File: src/rtl/dvp_pkg.sv
// Shared constants and types for the DVP self-test pattern source.
package dvp_pkg;

  localparam int H_ACTIVE_DEF = 640;
  localparam int H_TOTAL_DEF  = 784;
  localparam int V_SYNC_DEF   = 3;
  localparam int V_BACK_DEF   = 17;
  localparam int V_ACTIVE_DEF = 480;
  localparam int V_TOTAL_DEF  = 510;

  // RGB565 bar colours, entry 0 is the leftmost bar.
  localparam logic [7:0][15:0] BAR_RGB = {
    16'h0000, 16'h001F, 16'hF800, 16'hF81F,
    16'h07E0, 16'h07FF, 16'hFFE0, 16'hFFFF
  };

  typedef enum logic {
    ST_IDLE = 1'b0,
    ST_RUN  = 1'b1
  } state_e;

endpackage

File: src/rtl/dvp_tx_pixgen.sv
// Pixel colour lookup: colour bars, or a coordinate gradient when DVP_TX_GRADIENT_EN is defined.
module dvp_tx_pixgen
  import dvp_pkg::*;
(
  input  logic [2:0]  bar_i,
`ifdef DVP_TX_GRADIENT_EN
  input  logic [5:0]  h_i,
  input  logic [4:0]  v_i,
  input  logic [4:0]  frame_i,
  input  logic        pattern_i,
`endif
  output logic [15:0] pix_o
);

  always_comb begin
    pix_o = BAR_RGB[bar_i];
`ifdef DVP_TX_GRADIENT_EN
    if (pattern_i) pix_o = {v_i, h_i, frame_i};
`endif
  end

endmodule

File: src/rtl/dvp_pattern_tx.sv
// OV7670-style DVP test-pattern source (RGB565, high byte first); frames run back to back while en is high.
// Optional gradient pattern compiled in with DVP_TX_GRADIENT_EN.
module dvp_pattern_tx
  import dvp_pkg::*;
#(
  parameter int H_ACTIVE = H_ACTIVE_DEF,
  parameter int H_TOTAL  = H_TOTAL_DEF,
  parameter int V_SYNC   = V_SYNC_DEF,
  parameter int V_BACK   = V_BACK_DEF,
  parameter int V_ACTIVE = V_ACTIVE_DEF,
  parameter int V_TOTAL  = V_TOTAL_DEF
) (
  input  logic       clk,
  input  logic       rst_n,
  input  logic       en,
  input  logic       pattern_sel,
  output logic       dvp_pclk,
  output logic       dvp_vsync,
  output logic       dvp_href,
  output logic [7:0] dvp_data,
  output logic       busy,
  output logic       frame_done
);

  localparam int CW    = 12;
  localparam int BAR_W = H_ACTIVE / 8;

  state_e          state_q, state_d;
  logic            phase_q, byte_q, byte_d;
  logic [CW-1:0]   h_q, h_d, v_q, v_d, bar_px_q, bar_px_d;
  logic [2:0]      bar_q, bar_d;
  logic            vsync_q, vsync_d, href_q, href_d, done_q, done_d;
  logic [7:0]      data_q, data_d;
  logic            fall, last_pos, start, adv, run_n;
  logic [15:0]     pix;

  // Every DVP output moves on the clk where pclk drops, so it is stable at pclk rise.
  assign fall     = phase_q;
  assign last_pos = (v_q == CW'(V_TOTAL - 1)) && (h_q == CW'(H_TOTAL - 1)) && byte_q;
  assign run_n    = start || adv;

`ifdef DVP_TX_GRADIENT_EN
  logic       pat_q, pat_d;
  logic [4:0] frame_q;

  always_ff @(posedge clk or negedge rst_n) begin
    if (!rst_n) begin
      pat_q   <= 1'b0;
      frame_q <= '0;
    end else begin
      pat_q <= pat_d;
      if (done_d) frame_q <= frame_q + 5'd1;
    end
  end

  assign pat_d = start ? pattern_sel : pat_q;

  dvp_tx_pixgen u_pixgen (
    .bar_i     (bar_d),
    .h_i       (h_d[5:0]),
    .v_i       (v_d[4:0]),
    .frame_i   (frame_q),
    .pattern_i (pat_d),
    .pix_o     (pix)
  );
`else
  logic unused_pattern_sel;
  assign unused_pattern_sel = pattern_sel;

  dvp_tx_pixgen u_pixgen (
    .bar_i (bar_d),
    .pix_o (pix)
  );
`endif

  always_comb begin
    state_d  = state_q;
    done_d   = 1'b0;
    start    = 1'b0;
    adv      = 1'b0;
    byte_d   = byte_q;
    h_d      = h_q;
    v_d      = v_q;
    bar_d    = bar_q;
    bar_px_d = bar_px_q;
    if (fall) begin
      case (state_q)
        ST_IDLE: if (en) begin
          state_d = ST_RUN;
          start   = 1'b1;
        end
        ST_RUN: if (last_pos) begin
          done_d = 1'b1;
          if (en) start = 1'b1;
          else    state_d = ST_IDLE;
        end else begin
          adv = 1'b1;
        end
        default: state_d = ST_IDLE;
      endcase
    end
    if (adv) begin
      byte_d = ~byte_q;
      if (byte_q) begin
        if (h_q == CW'(H_TOTAL - 1)) begin
          h_d      = '0;
          v_d      = v_q + 1'b1;
          bar_d    = '0;
          bar_px_d = '0;
        end else begin
          h_d = h_q + 1'b1;
          // Bar index stepped by a pixel counter rather than dividing h_cnt.
          if (bar_px_q == CW'(BAR_W - 1)) begin
            bar_px_d = '0;
            bar_d    = bar_q + 3'd1;
          end else begin
            bar_px_d = bar_px_q + 1'b1;
          end
        end
      end
    end else if (fall) begin
      byte_d   = 1'b0;
      h_d      = '0;
      v_d      = '0;
      bar_d    = '0;
      bar_px_d = '0;
    end
  end

  always_comb begin
    vsync_d = vsync_q;
    href_d  = href_q;
    data_d  = data_q;
    if (fall) begin
      vsync_d = run_n && (v_d < CW'(V_SYNC));
      href_d  = run_n && (v_d >= CW'(V_SYNC + V_BACK)) &&
                (v_d < CW'(V_SYNC + V_BACK + V_ACTIVE)) && (h_d < CW'(H_ACTIVE));
      data_d  = 8'h00;
      if (href_d) data_d = byte_d ? pix[7:0] : pix[15:8];
    end
  end

  always_ff @(posedge clk or negedge rst_n) begin
    if (!rst_n) begin
      state_q  <= ST_IDLE;
      phase_q  <= 1'b0;
      byte_q   <= 1'b0;
      h_q      <= '0;
      v_q      <= '0;
      bar_q    <= '0;
      bar_px_q <= '0;
      vsync_q  <= 1'b0;
      href_q   <= 1'b0;
      data_q   <= 8'h00;
      done_q   <= 1'b0;
    end else begin
      state_q  <= state_d;
      phase_q  <= ~phase_q;
      byte_q   <= byte_d;
      h_q      <= h_d;
      v_q      <= v_d;
      bar_q    <= bar_d;
      bar_px_q <= bar_px_d;
      vsync_q  <= vsync_d;
      href_q   <= href_d;
      data_q   <= data_d;
      done_q   <= done_d;
    end
  end

  assign dvp_pclk   = phase_q;
  assign dvp_vsync  = vsync_q;
  assign dvp_href   = href_q;
  assign dvp_data   = data_q;
  assign busy       = (state_q == ST_RUN);
  assign frame_done = done_q;

endmodule

File: config.mk
export PLATFORM = sky130hd
export DESIGN_NAME = dvp_pattern_tx
export DESIGN_NICKNAME = d
export VERILOG_FILES = /design/src/rtl/dvp_pkg.sv /design/src/rtl/dvp_tx_pixgen.sv /design/src/rtl/dvp_pattern_tx.sv
export SDC_FILE = /design/constraint.sdc
export NUM_CORES = 1
export LEC_CHECK = 0
export CAP_MARGIN = 20
export CORE_ASPECT_RATIO = 1.4
export CORE_MARGIN = 2
export CORE_UTILIZATION = 49
export DETAILED_ROUTE_END_ITERATION = 12
export PLACE_DENSITY = 0.68
export SETUP_SLACK_MARGIN = 0.05
export SKIP_LAST_GASP = 1
export SYNTH_ARGS = -nofsm -noshare
export SYNTH_HDL_FRONTEND = slang
export SYNTH_SLANG_ARGS = --single-unit
File: constraint.sdc
create_clock -name clk -period 7.05 [get_ports clk]
set_input_delay 1.41 -clock clk [delete_from_list [all_inputs] [get_ports clk]]
set_output_delay 1.41 -clock clk [all_outputs]
set_load 0.01 [all_outputs]
[Word-level counts from Yosys, hierarchy flattened]
Memory sizes are Yosys's and may differ from the RTL's.
Cells that the tools add are included.
Word-level totals
  ROM bits: 128
  memories kept: 1
  word-level logic and storage cells: 72
  bits of input ports: 4
  bits in registers: 53
Memory list
  (no name shown): words 8, bits a word 16, read ports 1, clocked after memory_dff 0, write ports 0, line dvp_tx_pixgen.sv:16  | pix_o = BAR_RGB[bar_i];
Cells by class
  add/subtract/negate cells: 4
  magnitude comparators: 5
  reduce and logical (&&, ||, !) cells: 9
  eq/ne operators: 4
  bitwise operators: 3
  mux-type cells: 35
Operator list (count)
  12-bit two-way mux: 13
  12-bit by 1-bit adder with 12-bit output (second input constant): 3
  16-bit two-way mux: 1
  8-bit two-way mux: 2
  3-bit two-way mux: 5
  12-bit by 10-bit == test with 1-bit output (second input constant): 1
  12-bit by 7-bit == test with 1-bit output (second input constant): 1
  12-bit by 9-bit == test with 1-bit output (second input constant): 1
  12-bit by 5-bit >= comparator with 1-bit output (second input constant): 1
  12-bit by 10-bit < comparator with 1-bit output (second input constant): 1
  12-bit by 2-bit < comparator with 1-bit output (second input constant): 1
  12-bit by 9-bit < comparator with 1-bit output (second input constant): 1
  1-bit two-way mux: 12
  1-bit logical AND: 6
  3-bit by 4-bit < comparator with 1-bit output (second input constant): 1
  1-bit case mux with 2 select lines: 2
  3-bit by 1-bit adder with 3-bit output (second input constant): 1
  1-bit inverter: 3
  2-bit != test (second input constant): 1
  2-bit AND reduction: 1
  2-bit nonzero test: 1
  1-bit logical OR: 1

[Longest topological paths before layout]
  depth in word-level cells: 12
  mapped depth: 10
  mapped depth without buffers: 9

[Hierarchy]
A second synthesis with hierarchy kept.
Unflattened totals
  cell total of the unflattened synthesis: 359
  area total of the unflattened synthesis: 3333.2 µm²
By module, submodules not included
  dvp_pattern_tx: area an instance 3224.3 µm², cells an instance 343, times used 1
  dvp_tx_pixgen: area an instance 108.9 µm², cells an instance 16, times used 1

[Least setup slack after synthesis]
OpenSTA, ideal clock, no wires.
  path kind: register to register
  start point: register h_q[0]
  end point: register data_q[2], in the netlist dvp_data[2]
  stages on the path, launching flop included: 9
  setup time: 139 ps
  data arrival time: 2402 ps
  clock period less this slack: 2541 ps
  slack: 4509 ps
  path through: dfrtp_1 -> ha_1 -> nor4b_4 -> nand4b_1 -> or3_1 -> a211o_1 -> or4b_1 -> nand4_2 -> o32ai_1
Between the ends
  cells in the longest elaborated chain, start to end: 12
  elaborated cells between the ends (all ways): 32
  those cells by class: add/sub: 1; order compare: 3; eq/ne: 1; mux: 20; reduce/logical: 6; memory: 1
RTL lines
  start, declared: line dvp_pattern_tx.sv:30  | logic [CW-1:0] h_q, h_d, v_q, v_d, bar_px_q, bar_px_d;
  start signal, assigned: line dvp_pattern_tx.sv:148  | h_q <= '0;
  start signal, assigned: line dvp_pattern_tx.sv:160  | h_q <= h_d;
  branches (longest 11 deep; another with 12-bit by 1-bit adder with 12-bit output)
  8-bit two-way mux (*): line dvp_pattern_tx.sv:139  | if (href_d) data_d = byte_d ? pix[7:0] : pix[15:8];
  end signal, assigned: line dvp_pattern_tx.sv:166  | data_q <= data_d;
  end, declared: line dvp_pattern_tx.sv:33  | logic [7:0] data_q, data_d;
Every way passes the cells marked *. The select of a mux whose other input is x is not followed.
A chain may end at the register's enable or synchronous reset.

[Worst setup path in the final report]
  start point: register h_q[0]
  end point: register data_q[6], in the netlist dvp_data[6]
The elaborated chain is that of the path after synthesis.

==> results.md <==
- First-pass GRT wire length: approximately 11000 um
- Setup TNS Final: 0 ns
- Synth area leaders: dfrtp_1 (42%), o21ai_0 (6.5%), nand2_1 (4.0%)
- Antenna Nets Post-Route: 0
- CP max-delay cell: or3_1
- CTS Sinks: 48
- Grt ovf: 0
- Post-CTS Resized: 0
- Vias per cell: 6.159
- EDFF count, synth: 0
- Final hold violations: 0
- Crit-path max FO: 13
- Fraction of post-synthesis cell area in the top cell type by area: 42.31%
- Die W: 68.33 um
- Via count: 2402
- Cts bufs inserted: 5
- Syn avg cell area: 8.956 sq um
- Pwr dens: 148.5 nW/um^2
- Latest clock arrival within the worst-skew pair: slightly above 0.3 ns
- Iteration-0 DRC Markers: between 150 and 200
- Area Overhead vs Synth: 8.286%
- Hold endpoint: bar_px_q[3]
- Critical path endpoint category: flop
- Area post-placement: 2982 sq um
- Number of antenna violations at the first check in global routing: 0
- DP HPWL: 4375 um
- R2R depth: 8
- Post-layout util: 55.24%
- Share of cells above drive strength 1: under 10%
- Synth unique cells: 54
- Hold Crit Class: reg -> reg
- Nets: 330
- YS warnings: 0
- Clock Tree Buf Depth: 2
- Yosys reg bits: 48
- Fill cells: around 510
- I/O pin total: 17
- Syn Std Cell Area: about 2800 sq um
- Tmin final: 3.282 ns
- Synth Flop Type: dfrtp_1
- Port buffer count: 15
- DR pass1 iterations: 4
- Min-Delay Startpoint: bar_px_q[3]
- Max_slew headroom: 49.35%
- P_leak: roughly 1.3 nW
- Hold depth: 1
- Critical Path Source Type: flop
- Status: finished clean
- Placer Congestion: 0.8781
- Flop-to-flop setup slack: between 3 and 4 ns
- Ant diodes: 0
- Cts hold-fix bufs: 0
- R2r endpoint: dvp_data[6]
- Clock transition at path regs: 0.10 ns
- Clock root buffer: clkbuf_8
- Vias in the first global route: 2409
- Post-CTS setup buffers: 0
- Delay-heaviest family, CP: simple AND/OR/NAND/NOR gates
- Max Clock Freq: 304.7 MHz
- Synth Instances: 317
- DR WL/cell: approximately 16 um
- Max-slew violation count: 0
- Worst Path Arrival: 3.44 ns
- Max-cap violations: 0
- Starting Density: 51.01%
- Syn_nets: 326
- # DRC: 0
- Clk_skew: 0.01285 ns
- Tcrit/Tclk final: 46.56%
- Unrepaired setup endpoints after global routing: false
- Maximum single-stage delay on the critical path: 0.54 ns
- # rows: 32
- WP data required: 7.21 ns
- CP bufs+invs: 0
- Critical-path cell list: ha_1 > nor4b_4 > nand4b_1 > or3_1 > a211o_1 > or4b_1 > nand4_2 > o32ai_1
- Fin area: 3074 sq um
- Sequential share of the synthesized area: 42.31%
- Post-synth top area cell: dfrtp_1
- R2R Path Start: h_q[0]
- Die ar.: 6427 sq um
- Async S/R FF share, synth: 100.0%
- Crit Path Class: reg -> reg
- CTS tree: done
- GRT Total Usage: between 20% and 30%
- Worst VDD drop: around 0.00011 V
- Worst-Margin Slew: roughly 0.76 ns
- Endpoints failing setup: 0
- Largest net degree at the start of global routing: 49
- Placeable Area: 5565 sq um
- Chip height: approximately 94 um
- Htree depth: 2
- Drt total wl: 6336 um
through the flow:
step	hold WS (ns)	power [mW]	worst slack (ns)	cells
3_3_place_gp	0.4851	0.2878	3.807	382
5_1_grt	0.5427	0.4717	3.370	390
2_1_floorplan	0.4560	0.2807	4.509	317
3_5_place_dp	0.4897	0.2879	3.784	382
6_report	0.5064	0.4566	3.768	390
4_1_cts	0.5052	0.4622	3.778	390
cells in the mapped netlist, types with 2 or more instances:
| library cell | number |
|---|---|
| o31ai_1 | 4 |
| dfrtp_1 | 48 |
| inv_1 | 11 |
| a21o_1 | 4 |
| a211o_1 | 2 |
| and4_1 | 6 |
| xor2_1 | 6 |
| xnor2_1 | 7 |
| nand2_1 | 30 |
| a211oi_1 | 4 |
| buf_2 | 7 |
| and3_1 | 14 |
| nor4_1 | 2 |
| a22oi_1 | 2 |
| or3_1 | 3 |
| or4_1 | 2 |
| nor3_1 | 5 |
| nand4_1 | 14 |
| nor2_1 | 23 |
| o21ai_0 | 37 |
| and2_0 | 4 |
| nand4b_1 | 3 |
| buf_4 | 5 |
| ha_1 | 5 |
| o32ai_1 | 4 |
| a21oi_1 | 7 |
| nor2b_1 | 3 |
| and2_1 | 4 |
| nand3_1 | 12 |
| a22o_1 | 5 |
| a31oi_1 | 4 |
| clkbuf_1 | 8 |
flip-flops by register name, indices dropped and copies added, names as in the netlist:
name,count
bar_q,3
dvp_data,3
v_q,12
frame_done,1
dvp_href,1
busy,1
h_q,12
byte_q,1
bar_px_q,12
dvp_pclk,1
dvp_vsync,1
layout make-up:
type / count / area, sq um / share of cell area, %
inverters: 11 / 41.29 / 1.343
well taps: 68 / 85.08 / 2.768
flip-flops and latches: 48 / 1201 / 39.07
multi-input cells: 238 / 1494 / 48.60
repair buffers: 17 / 160.2 / 5.210
clock buffers: 6 / 82.58 / 2.686
clock inverters: 2 / 10.01 / 0.3256
kinds of logic after synthesis:
kind of cell    after synthesis  synth area share [%]
buf+inv                      31                 5.068
xor+xnor                     13                 4.011
mux                           2                0.7492
fa+ha+maj                     5                 2.204
compound gates               83                 18.69
simple gates                135                 26.97
flops                        48                 42.31
worst register-to-register path, cell delays in order (launching register included):
cell,delay [ns]
dfrtp_1,0.43
ha_1,0.30
nor4b_4,0.27
nand4b_1,0.48
or3_1,0.54
a211o_1,0.33
or4b_1,0.53
nand4_2,0.15
o32ai_1,0.10
worst max-delay path by stage:
stage	startpoint	end	slack, ns	cells after the start
floorplan	h_q[0]	dvp_data[2]	4.51	8
global placement	h_q[0]	dvp_data[4]	3.81	8
detailed placement	h_q[0]	dvp_data[4]	3.78	8
CTS	h_q[0]	dvp_data[4]	3.78	8
global route	h_q[0]	dvp_data[4]	3.37	8
finish	h_q[0]	dvp_data[6]	3.77	8
power breakdown:
group / switching (mW) / internal, mW / leakage (nW)
Combinational: 0.00566 / 0.00112 / 0.646
Sequential: 0 / 0.275 / 0.636
Clock: 0.0963 / 0.0785 / 0.0510
layout by cell type (no fill, tap or decap), types with 2 or more instances in the layout:
cell type        instances
nand2_1                 30
xnor2_1                  7
a22o_1                   5
nor3_1                   5
and3_1                  14
nand3_1                 12
dfrtp_1                 48
nand4b_1                 3
nor4_1                   2
and4_1                   6
a21o_1                   4
o21ai_0                 37
nor2b_1                  3
a211oi_1                 4
o31ai_1                  4
o32ai_1                  4
and2_0                   4
clkbuf_8                 6
clkdlybuf4s50_1         14
a21oi_1                  7
a22oi_1                  2
ha_1                     5
buf_4                    2
nand4_1                 14
nor2_1                  23
or3_1                    3
clkinv_2                 2
xor2_1                   6
inv_1                   11
or4_1                    2
and2_1                   4
a211o_1                  2
a31oi_1                  4
per-layer routing:
layer / vias to the layer above / GRT usage [%] / part of all wire, %
met5: - / 0 / 0
met4: 0 / 7.833 / 1.8
met3: 10 / 2.998 / 1.9
met2: 29 / 38.67 / 52
met1: 1189 / 27.77 / 44
li1: 1174 / - / -
No activity file was read; power rests on OpenSTA's default activity.
